## src/rtl/cube_cfg_pkg.sv

```systemverilog
// Shared types and constants for the cube configuration path.
// Contents:
//   CONF_MODE, CONF_BRIGHT  - command-class values carried in the upper nibble of a config byte
//   RST_CFG_BYTE            - config byte value at reset (brightness F)
//   sched_state_t           - write scheduler FSM states
//   src_t                   - requester identity (UART or button)
package cube_cfg_pkg;

    localparam logic [3:0] CONF_MODE    = 4'd0;
    localparam logic [3:0] CONF_BRIGHT  = 4'd1;
    localparam logic [7:0] RST_CFG_BYTE = 8'h1F;

    typedef enum logic {
        IDLE,
        WAIT_FRAME
    } sched_state_t;

    typedef enum logic {
        SRC_UART,
        SRC_BTN
    } src_t;

endpackage

```

## src/rtl/rr_arb2.sv

```systemverilog
// Two-way round-robin arbiter. When both requests are active, the grant goes to the
// requester that was not granted last. The pointer advances only when a grant is
// actually issued (en high with at least one request).
// Ports:
//   clk  - clock
//   rst  - synchronous active-high reset
//   en   - grants are issued only while en is high
//   req  - request vector, bit 0 and bit 1
//   gnt  - one-hot (or zero) grant vector, combinational
module rr_arb2 #(
    parameter bit RST_LAST = 1'b1  // requester treated as granted last after reset
) (
    input  logic       clk,
    input  logic       rst,
    input  logic       en,
    input  logic [1:0] req,
    output logic [1:0] gnt
);

    logic last_q;
    logic last_d;

    always_comb begin
        gnt = 2'b00;
        if (en) begin
            unique case (req)
                2'b01:   gnt = 2'b01;
                2'b10:   gnt = 2'b10;
                2'b11:   gnt = last_q ? 2'b01 : 2'b10;
                default: gnt = 2'b00;
            endcase
        end
    end

    always_comb begin
        last_d = last_q;
        if (gnt != 2'b00) begin
            last_d = gnt[1];
        end
    end

    always_ff @(posedge clk) begin
        if (rst) begin
            last_q <= RST_LAST;
        end else begin
            last_q <= last_d;
        end
    end

endmodule

```

## src/rtl/config_write_scheduler.sv

```systemverilog
// Shares the config-byte write path between the UART receiver and the button encoder.
// Non-mode commands go straight out; mode commands (upper nibble 0) are held until the
// scan engine's frame boundary, or force-issued after TIMEOUT cycles, so a mode switch
// never tears a displayed frame.
// Ports:
//   clk, rst                     - clock, synchronous active-high reset
//   uart_valid/uart_byte/uart_ready - UART requester handshake
//   btn_valid/btn_byte/btn_ready - button requester handshake
//   frame_boundary               - end-of-frame pulse from the scan engine
//   cfg_byte                     - command byte to the config block (holds last issued)
//   stall_mode_change            - low only in the cycle a mode command is presented
//   mode_pending                 - a mode command is waiting for a frame boundary
//   grant_src                    - source of the last accepted byte (0 UART, 1 button)
//   timeout_pulse                - one-cycle pulse when a mode command is force-issued
module config_write_scheduler
    import cube_cfg_pkg::*;
#(
    parameter int unsigned TIMEOUT  = 4096,
    parameter logic [7:0]  RST_BYTE = RST_CFG_BYTE
) (
    input  logic       clk,
    input  logic       rst,
    input  logic       uart_valid,
    input  logic [7:0] uart_byte,
    output logic       uart_ready,
    input  logic       btn_valid,
    input  logic [7:0] btn_byte,
    output logic       btn_ready,
    input  logic       frame_boundary,
    output logic [7:0] cfg_byte,
    output logic       stall_mode_change,
    output logic       mode_pending,
    output logic       grant_src,
    output logic       timeout_pulse
);

    localparam int unsigned CW = (TIMEOUT == 0) ? 1 : $clog2(TIMEOUT + 1);
    // With the timeout disabled the counter just saturates at all-ones.
    localparam logic [CW-1:0] CNT_MAX = (TIMEOUT == 0) ? {CW{1'b1}} : CW'(TIMEOUT - 1);

    sched_state_t  state_q;
    logic [7:0]    pend_q;
    logic [CW-1:0] cnt_q;

    logic [1:0] gnt;
    logic       accept;
    logic [7:0] acc_byte;
    src_t       acc_src;
    logic       timeout_hit;

    rr_arb2 #(
        .RST_LAST (1'b1)
    ) u_arb (
        .clk (clk),
        .rst (rst),
        .en  (state_q == IDLE),
        .req ({btn_valid, uart_valid}),
        .gnt (gnt)
    );

    assign uart_ready = gnt[0];
    assign btn_ready  = gnt[1];

    always_comb begin
        accept   = uart_ready | btn_ready;
        acc_byte = uart_ready ? uart_byte : btn_byte;
        acc_src  = uart_ready ? SRC_UART : SRC_BTN;
    end

    assign timeout_hit = (TIMEOUT != 0) && (cnt_q == CNT_MAX);

    always_ff @(posedge clk) begin
        if (rst) begin
            state_q           <= IDLE;
            pend_q            <= 8'h00;
            cnt_q             <= '0;
            cfg_byte          <= RST_BYTE;
            stall_mode_change <= 1'b1;
            mode_pending      <= 1'b0;
            grant_src         <= 1'b1;
            timeout_pulse     <= 1'b0;
        end else begin
            // Stall and timeout pulse are single-cycle strobes.
            stall_mode_change <= 1'b1;
            timeout_pulse     <= 1'b0;
            unique case (state_q)
                IDLE: begin
                    if (accept) begin
                        grant_src <= acc_src;
                        if (acc_byte[7:4] == CONF_MODE) begin
                            pend_q       <= acc_byte;
                            cnt_q        <= '0;
                            mode_pending <= 1'b1;
                            state_q      <= WAIT_FRAME;
                        end else begin
                            cfg_byte <= acc_byte;
                        end
                    end
                end
                WAIT_FRAME: begin
                    if (frame_boundary || timeout_hit) begin
                        cfg_byte          <= pend_q;
                        stall_mode_change <= 1'b0;
                        mode_pending      <= 1'b0;
                        timeout_pulse     <= !frame_boundary;
                        state_q           <= IDLE;
                    end
                    if (cnt_q != CNT_MAX) begin
                        cnt_q <= cnt_q + 1'b1;
                    end
                end
                default: state_q <= IDLE;
            endcase
        end
    end

endmodule

```

## config.mk

```make
export PLATFORM = sky130hd
export DESIGN_NAME = config_write_scheduler
export DESIGN_NICKNAME = d
export VERILOG_FILES = /design/src/rtl/cube_cfg_pkg.sv /design/src/rtl/rr_arb2.sv /design/src/rtl/config_write_scheduler.sv
export SDC_FILE = /design/constraint.sdc
export NUM_CORES = 1
export LEC_CHECK = 0
export CAP_MARGIN = 0
export CORE_ASPECT_RATIO = 0.75
export CORE_MARGIN = 2
export CORE_UTILIZATION = 40
export CTS_CLUSTER_SIZE = 28
export DETAILED_ROUTE_END_ITERATION = 8
export PLACE_DENSITY = 0.68
export SYNTH_ARGS = -nofsm -noshare
export SYNTH_HDL_FRONTEND = slang
export SYNTH_SLANG_ARGS = --single-unit
```

## constraint.sdc

```tcl
create_clock -name clk -period 1.53 [get_ports clk]
set_input_delay 0.306 -clock clk [delete_from_list [all_inputs] [get_ports clk]]
set_output_delay 0.306 -clock clk [all_outputs]
set_load 0.01 [all_outputs]
```

==> results of run 1 <==
-- layout make-up --
type,count,area (sq um),area share
Tap cell,55,68.8,0.0236
Sequential cell,35,714,0.245
Inverter,5,21.3,0.00729
Multi-Input combinational cell,132,1160,0.399
Clock inverter,2,35.0,0.0120
Clock buffer,6,82.6,0.0283
Timing Repair Buffer,89,831,0.285
-- layout by cell type, fill, tap and decap left out, drive strengths merged, types with 5 or more instances in the layout --
master / instances
clkbuf: 7
nor2: 30
nand3: 8
a211o: 5
dlymetal6s2s: 5
a21oi: 7
xor2: 7
o31a: 5
and2: 5
and3: 6
buf: 57
nand2: 9
dfxtp: 35
clkdlybuf4s50: 21
inv: 5
mux2i: 5
-- power by group --
| part | internal [W] | switching (W) |
|---|---|---|
| Sequential | 0.000944 | 0.0000217 |
| Combinational | 0.000266 | 0.000203 |
| Clock | 0.000527 | 0.000349 |
| Total | 0.00174 | 0.000574 |
-- registers in the layout, indices dropped and copies added (netlist names) --
name and cells:
stall_mode_change 1, pend_q 8, grant_src 1, mode_pending 1, state_q 1, timeout_pulse 1, cfg_byte 8, u_arb.last_q 1
cnt_q 13
-- metrics by stage --
| stage | setup slack [ns] | area (sq um) | TNS (ns) | std cells | total power [W] |
|---|---|---|---|---|---|
| 2_1_floorplan | -0.0926 | 1680 | -1.37 | 181 | 0.00116 |
| 3_3_place_gp | -0.602 | 2380 | -17.89 | 302 | 0.00137 |
| 3_5_place_dp | -0.622 | 2380 | -18.60 | 302 | 0.00138 |
| 4_1_cts | -0.0926 | 2670 | -1.46 | 316 | 0.00229 |
| 5_1_grt | -0.199 | 2920 | -3.15 | 324 | 0.00240 |
| 6_report | -0.137 | 2920 | -1.76 | 324 | 0.00231 |
-- per-layer routing --
metal | part of all wire | GRT usage | wire length, um
met4 | 0.027 | 0.0802 | 139
met2 | 0.47 | 0.318 | 2370
met1 | 0.45 | 0.275 | 2280
met3 | 0.054 | 0.0680 | 272
met5 | 0 | 0 | 0
-- kinds of logic after synthesis --
family	share of synthesized area
DFF	0.422
and+or+nand+nor	0.271
xor gates and xnor gates	0.0422
buffers and inverters	0.0415
adders and majority gates	0.00754
muxes	0.0302
AOI/OAI and AO/OA	0.185
-- final timing paths --
check / end / slack, ns / depth (start not counted)
worst max-delay path: cfg_byte[6] / -0.14 / 8
worst min-delay path: cnt_q[12] / 0.48 / 2
worst max register to register: cfg_byte[6] / -0.14 / 8
worst min register to register: cnt_q[12] / 0.48 / 2
-- repair_timing --
item | 4_1_cts | 5_1_grt
setup endpoints to repair | 35 | 37
gates resized for setup | 49 | 56
pin swaps | 13 | 21
gates cloned | 1 | 0
buffers inserted | 5 | 8
-- critical path: stages (launching register included) --
cell and delay (ns):
dfxtp_2 0.34, and2b_2 0.25, buf_6 0.13, a21o_4 0.21, buf_6 0.12, nand3b_4 0.09, and2_4 0.22, buf_4 0.14
o31ai_2 0.05
==> results by group, run 1 <==
CTS
  – H-tree depth: 2
  – Sinks on Clock Net: 35
  – Clock Tree Buf Depth: 2
  – Clock transition at the registers of the reported paths: 0.07 ns
  – CTS buffer count: 5
  – Clock Tree Root: clkbuf_8
  – Clk Latency, worst-skew pair: 0.30 ns
  – CTS tree: built
  – Post-CTS Hold Buffers: 0

Route
  – WL/cell: 15.6 um
  – Routed wire length: 5060 um
  – DRT Pass-1 Iters: 4
  – Detail Route Antenna Nets: 0
  – DR DRC count: 0
  – Vias per std cell: 5.20
  – First-iteration detailed-routing DRC count: 99
  – Vias: between 1500 and 2000

GRT
  – Largest net degree at the start of global routing: 17
  – Gr ovfl total: 0
  – Total track usage: 0.207
  – Initial antenna violation count: 0
  – Global-route wire length before repair: ~7300 um
  – Vias in the first global route: between 1500 and 2000

STA
  – Slew HR: 0.777
  – Max Freq: 600 MHz
  – Max Slew Vio Count: 0
  – Tmin final: 1.67 ns
  – RSZ-0062 raised after global routing: true
  – Final setup vio count: 28
  – Worst setup margin: -0.137 ns
  – Worst Tran Pin Value: 0.333 ns
  – Worst Skew: 0.00958 ns
  – Final Hold Fails: 0
  – Tcrit/Tclk final: 1.09
  – Final Hold Slack: 0.482 ns

Die
  – Initial Utilization: 0.412
  – Core area: 0.00403 sq mm
  – Num ports: 35
  – Die ar.: 0.00468 sq mm
  – Num rows: 20
  – Die X: 78.4 um
  – Die height: 59.8 um

Pwr
  – Maximum VDD drop: 0.622 mV
  – Pwr dens: roughly 800 mW/mm^2
  – Leak pwr: 1.22 nW

Setup path
  – Crit path DAT: around 1.9 ns
  – CP max FO: 8
  – Worst reg2reg startpoint: state_q
  – Launch point of the worst path: state_q
  – Worst EP required: ~1.7 ns
  – Critical path class: reg2reg
  – Worst Setup Start Kind: register
  – Critical Path End Type: register

Synthesis
  – YS warnings: 0
  – Synth cell types: 46
  – Ys flop type: dfxtp_1
  – Synthesized area per cell: 9.17 sq um
  – Syn_nets: 203
  – FF+latch count, synth: 35
  – Asr flop ratio synth: 0
  – Synth top cells by count: 35 x dfxtp_1, 30 x nor2_1, 9 x nand2_1
  – EDFF count, synth: 0
  – Register area share after synthesis: 0.422
  – Most frequent cell after synthesis: dfxtp_1
  – Largest cells by area after synthesis: dfxtp_1 42%, nor2_1 6.8%, xor2_1 3.7%
  – Share of the synthesized area in the top cell type: 0.422
  – Area leader, netlist: dfxtp_1
  – Cell Area, Synth: 0.00166 sq mm
  – Gate Count Post-Synth: 181

Outcome
  – Failing checks: negative setup slack
  – Status: complete, but fails checks

Placed design
  – Port Buf Inserts: 34
  – Final HPWL from detailed placement: 2900 um
  – GPL Wtd Cong: 0.787

Cells and area
  – Diode count: 0
  – Area Overhead vs Synth: 75.8%
  – Fraction of layout cells with a size suffix above 1: 0.517
  – Final net count: 290
  – Fin util: 0.724
  – Layout filler cell count: 276

Flow run
  – Max-Cap Viols: 0

Worst hold path
  – Hold WC Path Type: reg2reg
  – Min-delay src: cnt_q[12]
Note: power is estimated with default switching activity, not from simulation.
==> run 2, diff against run 1 <==
--- a/config.mk
+++ b/config.mk
@@ -8,8 +8,9 @@
 export CAP_MARGIN = 0
 export CORE_ASPECT_RATIO = 0.75
-export CORE_MARGIN = 2
+export CORE_MARGIN = 5
 export CORE_UTILIZATION = 40
 export CTS_CLUSTER_SIZE = 28
 export DETAILED_ROUTE_END_ITERATION = 8
+export HOLD_SLACK_MARGIN = 0.06
 export PLACE_DENSITY = 0.68
 export SYNTH_ARGS = -nofsm -noshare
==> constraint.sdc (replaced) <==
create_clock -name clk -period 1.53 [get_ports clk]
set_input_delay 0.153 -clock clk [delete_from_list [all_inputs] [get_ports clk]]
set_output_delay 0.153 -clock clk [all_outputs]
set_load 0.01 [all_outputs]
==> run 2 against run 1 <==
  * The run still ends with negative setup slack left
  * Clock skew shrank 0.0030 ns
  * Wire length down 11%
  * Non-clock buffer count decreased by 3
  * Final area fell by 6.7%
  * Clock power decreased by 8.3%
  * Global-route usage fell by 4.1 points
  * Setup slack better by 0.060 ns
  * Die area rose by 18%
  * Largest cell class unchanged
==> results by group, run 2 (synthesis results as in run 1) <==
Outcome
  – Status: complete, but fails checks
  – Failing checks: negative setup slack

Worst hold path
  – Min-delay src: pend_q[7]
  – Cells on Worst Hold Path: 1 (-1)
  – Hold WC Path Type: reg2reg
  – Hold Path End: pend_q[7]

Die
  – Core area: 0.00403 sq mm (unchanged)
  – Die X: 84.4 um (+7.7%)
  – Initial Utilization: 0.412 (unchanged)
  – Num rows: 20 (unchanged)
  – Die height: 65.8 um (+10%)
  – Die ar.: 0.00555 sq mm (+18%)
  – Num ports: 35 (unchanged)

CTS
  – CTS tree: built
  – H-tree depth: 2 (unchanged)
  – Clock transition at the registers of the reported paths: 0.07 ns (about the same)
  – Sinks on Clock Net: 35 (unchanged)
  – Clock Tree Buf Depth: 2 (unchanged)
  – CTS buffer count: 5 (unchanged)
  – Clock Tree Root: clkbuf_8
  – Clk Latency, worst-skew pair: 0.28 ns (-0.02 ns)

Pwr
  – Maximum VDD drop: 0.545 mV (-12%)
  – Reg power frac: 0.435 (+0.017)
  – Clock network power share: 0.362 (-0.017)
  – Leak pwr: 1.12 nW (-8.0%)
  – Int Power: 0.00168 W (-3.4%)
  – Switch Pwr: 0.000539 W (-6.1%)
  – Pwr dens: 815 mW/mm^2 (+2.8%)
  – Net Sw Frac: 0.243 (-0.00534)
  – Combinational power share: 0.202 (about the same)

STA
  – Final Hold Fails: 0 (unchanged)
  – Worst Skew: 0.00655 ns (-0.00303 ns)
  – Tcrit/Tclk final: 1.05 (-0.0395)
  – Max Freq: 622 MHz (+3.8%)
  – Slew HR: 0.797 (+0.0193)
  – Final setup vio count: 10 (-64%)
  – RSZ-0062 raised after global routing: true
  – Final Hold Slack: 0.460 ns (-0.0215 ns)
  – Worst setup margin: -0.0764 ns (+0.0604 ns)
  – Worst Tran Pin Value: 0.302 ns (-0.0314 ns)
  – Max Slew Vio Count: 0 (unchanged)
  – Tmin final: 1.61 ns (-0.0604 ns)

Cells and area
  – Max FFs per register: 13 (unchanged)
  – Layout Cells excl Fill: 320 (-1.2%)
  – Fin util: 0.675 (-0.0484)
  – Top flop regs: cnt_q x13, cfg_byte x8, pend_q x8
  – Area Overhead vs Synth: 64.0%
  – Diode count: 0 (unchanged)
  – Leading cell type in the layout, fill and taps excluded: buf_4
  – Most flops, register: cnt_q
  – Final net count: 287 (-1.0%)
  – Most frequent cells in the layout: 44 x buf_4, 31 x dfxtp_1, 27 x clkdlybuf4s50_1
  – Fraction of layout cells with a size suffix above 1: 0.404 (-0.113)

Setup path
  – Worst Setup Start Kind: register
  – Worst R2R Path Depth: 7 (-1)
  – Critical path class: reg2reg
  – Crit path DAT: 1.79 ns (-0.06 ns)
  – R2R Setup Slk: -0.08 ns (+0.06 ns)
  – FF-to-FF End: cfg_byte[1]
  – Worst EP required: 1.71 ns (about the same)
  – Critical Path End Type: register
  – Worst reg2reg startpoint: state_q
  – CP max FO: 4 (-4)

Route
  – DR DRC count: 0 (unchanged)
  – Vias: 1609 (-4.5%)
  – Routed wire length: 4530 um (-11%)
  – WL/cell: 14.2 um (-9.4%)
  – First-iteration detailed-routing DRC count: 94 (-5.1%)
  – Detail Route Antenna Nets: 0 (unchanged)
  – Vias per std cell: 5.03 (-3.3%)
  – DRT Pass-1 Iters: 4 (unchanged)

Placed design
  – GPL Wtd Cong: 0.810 (+2.9%)
  – Final HPWL from detailed placement: 3120 um (+7.6%)
  – Port Buf Inserts: 34 (unchanged)
  – DP Cell Count: 306 (+1.3%)

GRT
  – Global-route wire length before repair: 7400 um (+1.1%)
  – Vias in the first global route: 1580 (+4.7%)
  – Largest net degree at the start of global routing: 15 (-2)
  – Total track usage: 0.166 (-0.0414)
  – Initial antenna violation count: 0 (unchanged)
  – Gr ovfl total: 0 (unchanged)

Flow run
  – Max-Cap Viols: 0 (unchanged)
==> run 2: cell types whose count changed in the layout (fill, tap and decap cells not counted), moves of 4 or more <==
cell,delta
and2_1,+4
and2_4,-4
clkdlybuf4s50_1,+6
dfxtp_1,+5
dfxtp_2,-4
nor2_1,+5
nor2_4,-6
==> run 2: critical path, stage by stage (launching register included) <==
cell	delay (ns)
dfxtp_2	0.33
and2b_4	0.29
buf_6	0.11
a21o_4	0.13
nand3b_4	0.08
and2_4	0.17
buf_6	0.12
o31a_1	0.28
==> run 2: per-layer routing <==
layer | vias up | GRT usage | share of wire
li1 | 812 | - | -
met2 | 53 | 0.265 | 0.45
met1 | 740 | 0.225 | 0.47
met5 | - | 0 | 0
met4 | 0 | 0.0415 | 0.0068
met3 | 4 | 0.0436 | 0.074
==> run 2: power by group through the flow <==
stage	Sequential, W	Combinational (W)	Clock [W]
after floorplan	0.000996	0.000157	0
after global placement	0.000984	0.000374	0
after detailed placement	0.000984	0.000381	0
after CTS	0.000965	0.000415	0.000809
after global routing	0.000969	0.000483	0.000871
final	0.000966	0.000449	0.000803
==> run 2: worst max-delay path by stage <==
stage	slack, ns	start	end
finish	-0.08	state_q	cfg_byte[1]
global route	-0.13	state_q	cfg_byte[1]
CTS	-0.09	state_q	state_q
detailed placement	-0.49	uart_valid	cfg_byte[4]
global placement	-0.44	btn_byte[6]	pend_q[2]
floorplan	0.006	state_q	cfg_byte[0]
==> run 2: repair_timing <==
| action | in CTS | in global routing |
|---|---|---|
| setup endpoints to repair | 33 | 34 |
| setup buffers | 5 | 2 |
| gates resized for setup | 36 | 23 |
| pin swaps | 23 | 5 |
| gates cloned | 1 | 0 |
| hold buffers | 0 | 0 |
==> run 2: per-stage QoR <==
step / TNS [ns] / setup WS, ns / area, sq um / total power, W
detailed placement: -12.83 / -0.488 / 2370 / 0.00137
global placement: -11.98 / -0.443 / 2370 / 0.00136
floorplan: 0 / 0.00649 / 1670 / 0.00115
CTS: -1.31 / -0.0912 / 2610 / 0.00219
finish: -0.380 / -0.0764 / 2720 / 0.00222
global route: -1.65 / -0.126 / 2720 / 0.00232
==> run 2: area by class of cell <==
class	instances	area, sq um
Fill cell	314	1310
Multi-Input combinational cell	132	1060
Timing Repair Buffer	86	764
Sequential cell	35	706
Clock buffer	6	72.6
Tap cell	55	68.8
Clock inverter	1	30.0
Inverter	5	18.8
==> run 3, diff against run 2 <==
Settings changed: CORE_MARGIN 5 to 2.
==> run 3 against run 2 <==
  * The flow still finishes with violations (negative setup slack)
  * Clock power fell by 16%
  * Global-route usage up 3.8 points
  * Setup slack got worse by 0.037 ns
  * Worst hold slack got worse by 0.0065 ns
  * Final cell count is 2.5% higher
  * Total power shrank 4.2%
  * Wire length up 3.6%
  * Flip-flop and latch count is the same
  * Combinational power up 8.9%
  * Die area fell by 16%
  * Count of clock-buffer cells in the layout unchanged
  * Core utilization up 2.3 points
  * Critical endpoint is now cnt_q[12]
==> results by group, run 3 (synthesis results as in run 1) <==
Outcome
  – Failing checks: negative setup slack
  – Status: complete, but fails checks

Flow run
  – Max-Cap Viols: 0 (unchanged)

Cells and area
  – Most frequent cells in the layout: 46 x buf_4, 31 x dfxtp_1, 28 x clkdlybuf4s50_1
  – Max FFs per register: 13 (unchanged)
  – Most flops, register: cnt_q
  – Leading cell type in the layout, fill and taps excluded: buf_4
  – Layout Cells excl Fill: 328 (+2.5%)
  – Area Overhead vs Synth: 69.6%
  – Fraction of layout cells with a size suffix above 1: 0.451 (+0.0468)
  – Diode count: 0 (unchanged)
  – Top flop regs: cnt_q x13, cfg_byte x8, pend_q x8
  – Final net count: 294 (+2.4%)

Placed design
  – DP Cell Count: 305 (-0.33%)
  – GPL Wtd Cong: 0.805 (-0.65%)
  – Port Buf Inserts: 34 (unchanged)
  – Final HPWL from detailed placement: 3090 um (-0.84%)

Die
  – Die ar.: 0.00468 sq mm (-16%)
  – Num ports: 35 (unchanged)
  – Initial Utilization: 0.412 (unchanged)
  – Die height: 59.8 um (-9.1%)
  – Core area: 0.00403 sq mm (unchanged)
  – Die X: 78.4 um (-7.1%)
  – Num rows: 20 (unchanged)

STA
  – Final Hold Slack: 0.454 ns (-0.00653 ns)
  – Worst Tran Pin Value: 0.341 ns (+0.0393 ns)
  – Final setup vio count: 26 (+16)
  – Tcrit/Tclk final: 1.07 (+0.0240)
  – RSZ-0062 raised after global routing: true
  – Final Hold Fails: 0 (unchanged)
  – Worst Skew: 0.0127 ns (+0.00612 ns)
  – Max Slew Vio Count: 0 (unchanged)
  – Tmin final: 1.64 ns (+0.0368 ns)
  – Worst setup margin: -0.113 ns (-0.0368 ns)
  – Max Freq: 609 MHz (-2.2%)
  – Slew HR: 0.771 (-0.0260)

CTS
  – H-tree depth: 2 (unchanged)
  – Clk Latency, worst-skew pair: 0.29 ns (about the same)
  – Clock transition at the registers of the reported paths: 0.07 ns (about the same)
  – Sinks on Clock Net: 35 (unchanged)
  – CTS tree: built
  – Clock Tree Buf Depth: 2 (unchanged)
  – CTS buffer count: 5 (unchanged)
  – Clock Tree Root: clkbuf_8

Setup path
  – Critical path class: reg2reg
  – Worst Setup Start Kind: register
  – Crit path DAT: 1.81 ns (+0.02 ns)
  – Worst reg2reg startpoint: state_q
  – R2R Setup Slk: -0.11 ns (-0.04 ns)
  – Critical Path End Type: register
  – Worst EP required: 1.69 ns (-0.02 ns)
  – FF-to-FF End: cnt_q[12]
  – Worst R2R Path Depth: 7 (unchanged)
  – CP max FO: 5 (+1)

Route
  – Vias: 1669 (+3.7%)
  – Vias per std cell: 5.09 (+1.2%)
  – First-iteration detailed-routing DRC count: 94 (unchanged)
  – DR DRC count: 0 (unchanged)
  – DRT Pass-1 Iters: 4 (unchanged)
  – WL/cell: 14.3 um (+1.0%)
  – Detail Route Antenna Nets: 0 (unchanged)
  – Routed wire length: 4690 um (+3.6%)

GRT
  – Met1 Use GR: 0.288 (+0.0633)
  – Largest net degree at the start of global routing: 25 (+10)
  – Gr ovfl total: 0 (unchanged)
  – Gr busiest metal: met2
  – Vias in the first global route: 1538 (-2.7%)
  – Total track usage: 0.205 (+0.0385)
  – Initial antenna violation count: 0 (unchanged)
  – Met2 GRT Util: 0.314 (+0.0493)
  – GR Layer Usage met3: 0.0423 (-0.00129)
  – Global-route wire length before repair: 7250 um (-2.0%)

Pwr
  – Maximum VDD drop: 0.630 mV (+15%)
  – Pwr dens: 755 mW/mm^2 (-7.3%)
  – Leak pwr: 1.12 nW (-0.37%)

Worst hold path
  – Min-delay src: frame_boundary
  – Hold Path End: timeout_pulse
  – Hold WC Path Type: in2reg
  – Cells on Worst Hold Path: 2 (+1)
run 3: cell count changes in the layout (fill, tap and decap cells not counted), moves of 3 or more:
cell,change
mux2i_4,+3
a21oi_1,-3
and3_1,-3
buf_6,+5
and3_4,+3
o21ai_0,-3
a21oi_2,+3
run 3: report_power, final:
group          total [W]  leakage, nW  switching [W]  internal, W
clock network   0.000671       0.0412       0.000353     0.000318
logic           0.000489        0.788       0.000205     0.000283
registers       0.000965        0.287      0.0000192     0.000946
total            0.00213         1.12       0.000578      0.00155
run 3: worst max-delay path by stage:
| stage | start | cells after the start | end | slack, ns |
|---|---|---|---|---|
| 3_5_place_dp | btn_byte[6] | 7 | pend_q[0] | -0.49 |
| 4_1_cts | state_q | 7 | cnt_q[12] | -0.06 |
| 2_1_floorplan | state_q | 6 | cfg_byte[0] | 0.006 |
| 6_report | state_q | 7 | cnt_q[12] | -0.11 |
| 3_3_place_gp | btn_byte[6] | 7 | pend_q[2] | -0.45 |
| 5_1_grt | cnt_q[0] | 7 | cnt_q[9] | -0.17 |
run 3: worst max-delay path: stages (launching register included):
cell      delay, ns
dfxtp_2        0.33
and2b_2        0.26
buf_6          0.13
a21o_4         0.21
a21oi_4        0.22
or2_4          0.19
buf_6          0.13
a311oi_2       0.04
run 3: routing by layer:
layer	wire length [um]	vias up
li1	-	831
met2	2200	38
met4	57	0
met1	2240	794
met5	0	-
met3	198	6
run 3: final cells by class:
| cell class | count | area [sq um] |
|---|---|---|
| fill | 306 | 1210 |
| multi-input combinational | 132 | 1100 |
| timing repair buffer | 93 | 835 |
| sequential | 35 | 706 |
| clock buffer | 6 | 72.6 |
| tap | 55 | 68.8 |
| inverter | 5 | 18.8 |
| clock inverter | 2 | 12.5 |
run 3: through the flow:
stage | instance area [sq um] | total power, W | utilization | setup TNS [ns] | setup slack (ns)
2_1_floorplan | 1670 | 0.00115 | - | 0 | 0.00649
6_report | 2810 | 0.00213 | 0.698 | -1.59 | -0.113
3_5_place_dp | 2370 | 0.00137 | 0.589 | -13.41 | -0.488
4_1_cts | 2730 | 0.00210 | 0.677 | -0.730 | -0.0631
5_1_grt | 2810 | 0.00222 | 0.698 | -3.44 | -0.169
3_3_place_gp | 2370 | 0.00136 | 0.589 | -12.79 | -0.447
run 3: repair_timing:
item                                    CTS  global route
endpoints found under the setup margin   32            33
buffers inserted                         13             1
hold buffers                              0             0
pin swaps                                22             8
resized for setup                        48            24
cloned                                    1             0
hold endpoints to repair                  0             0
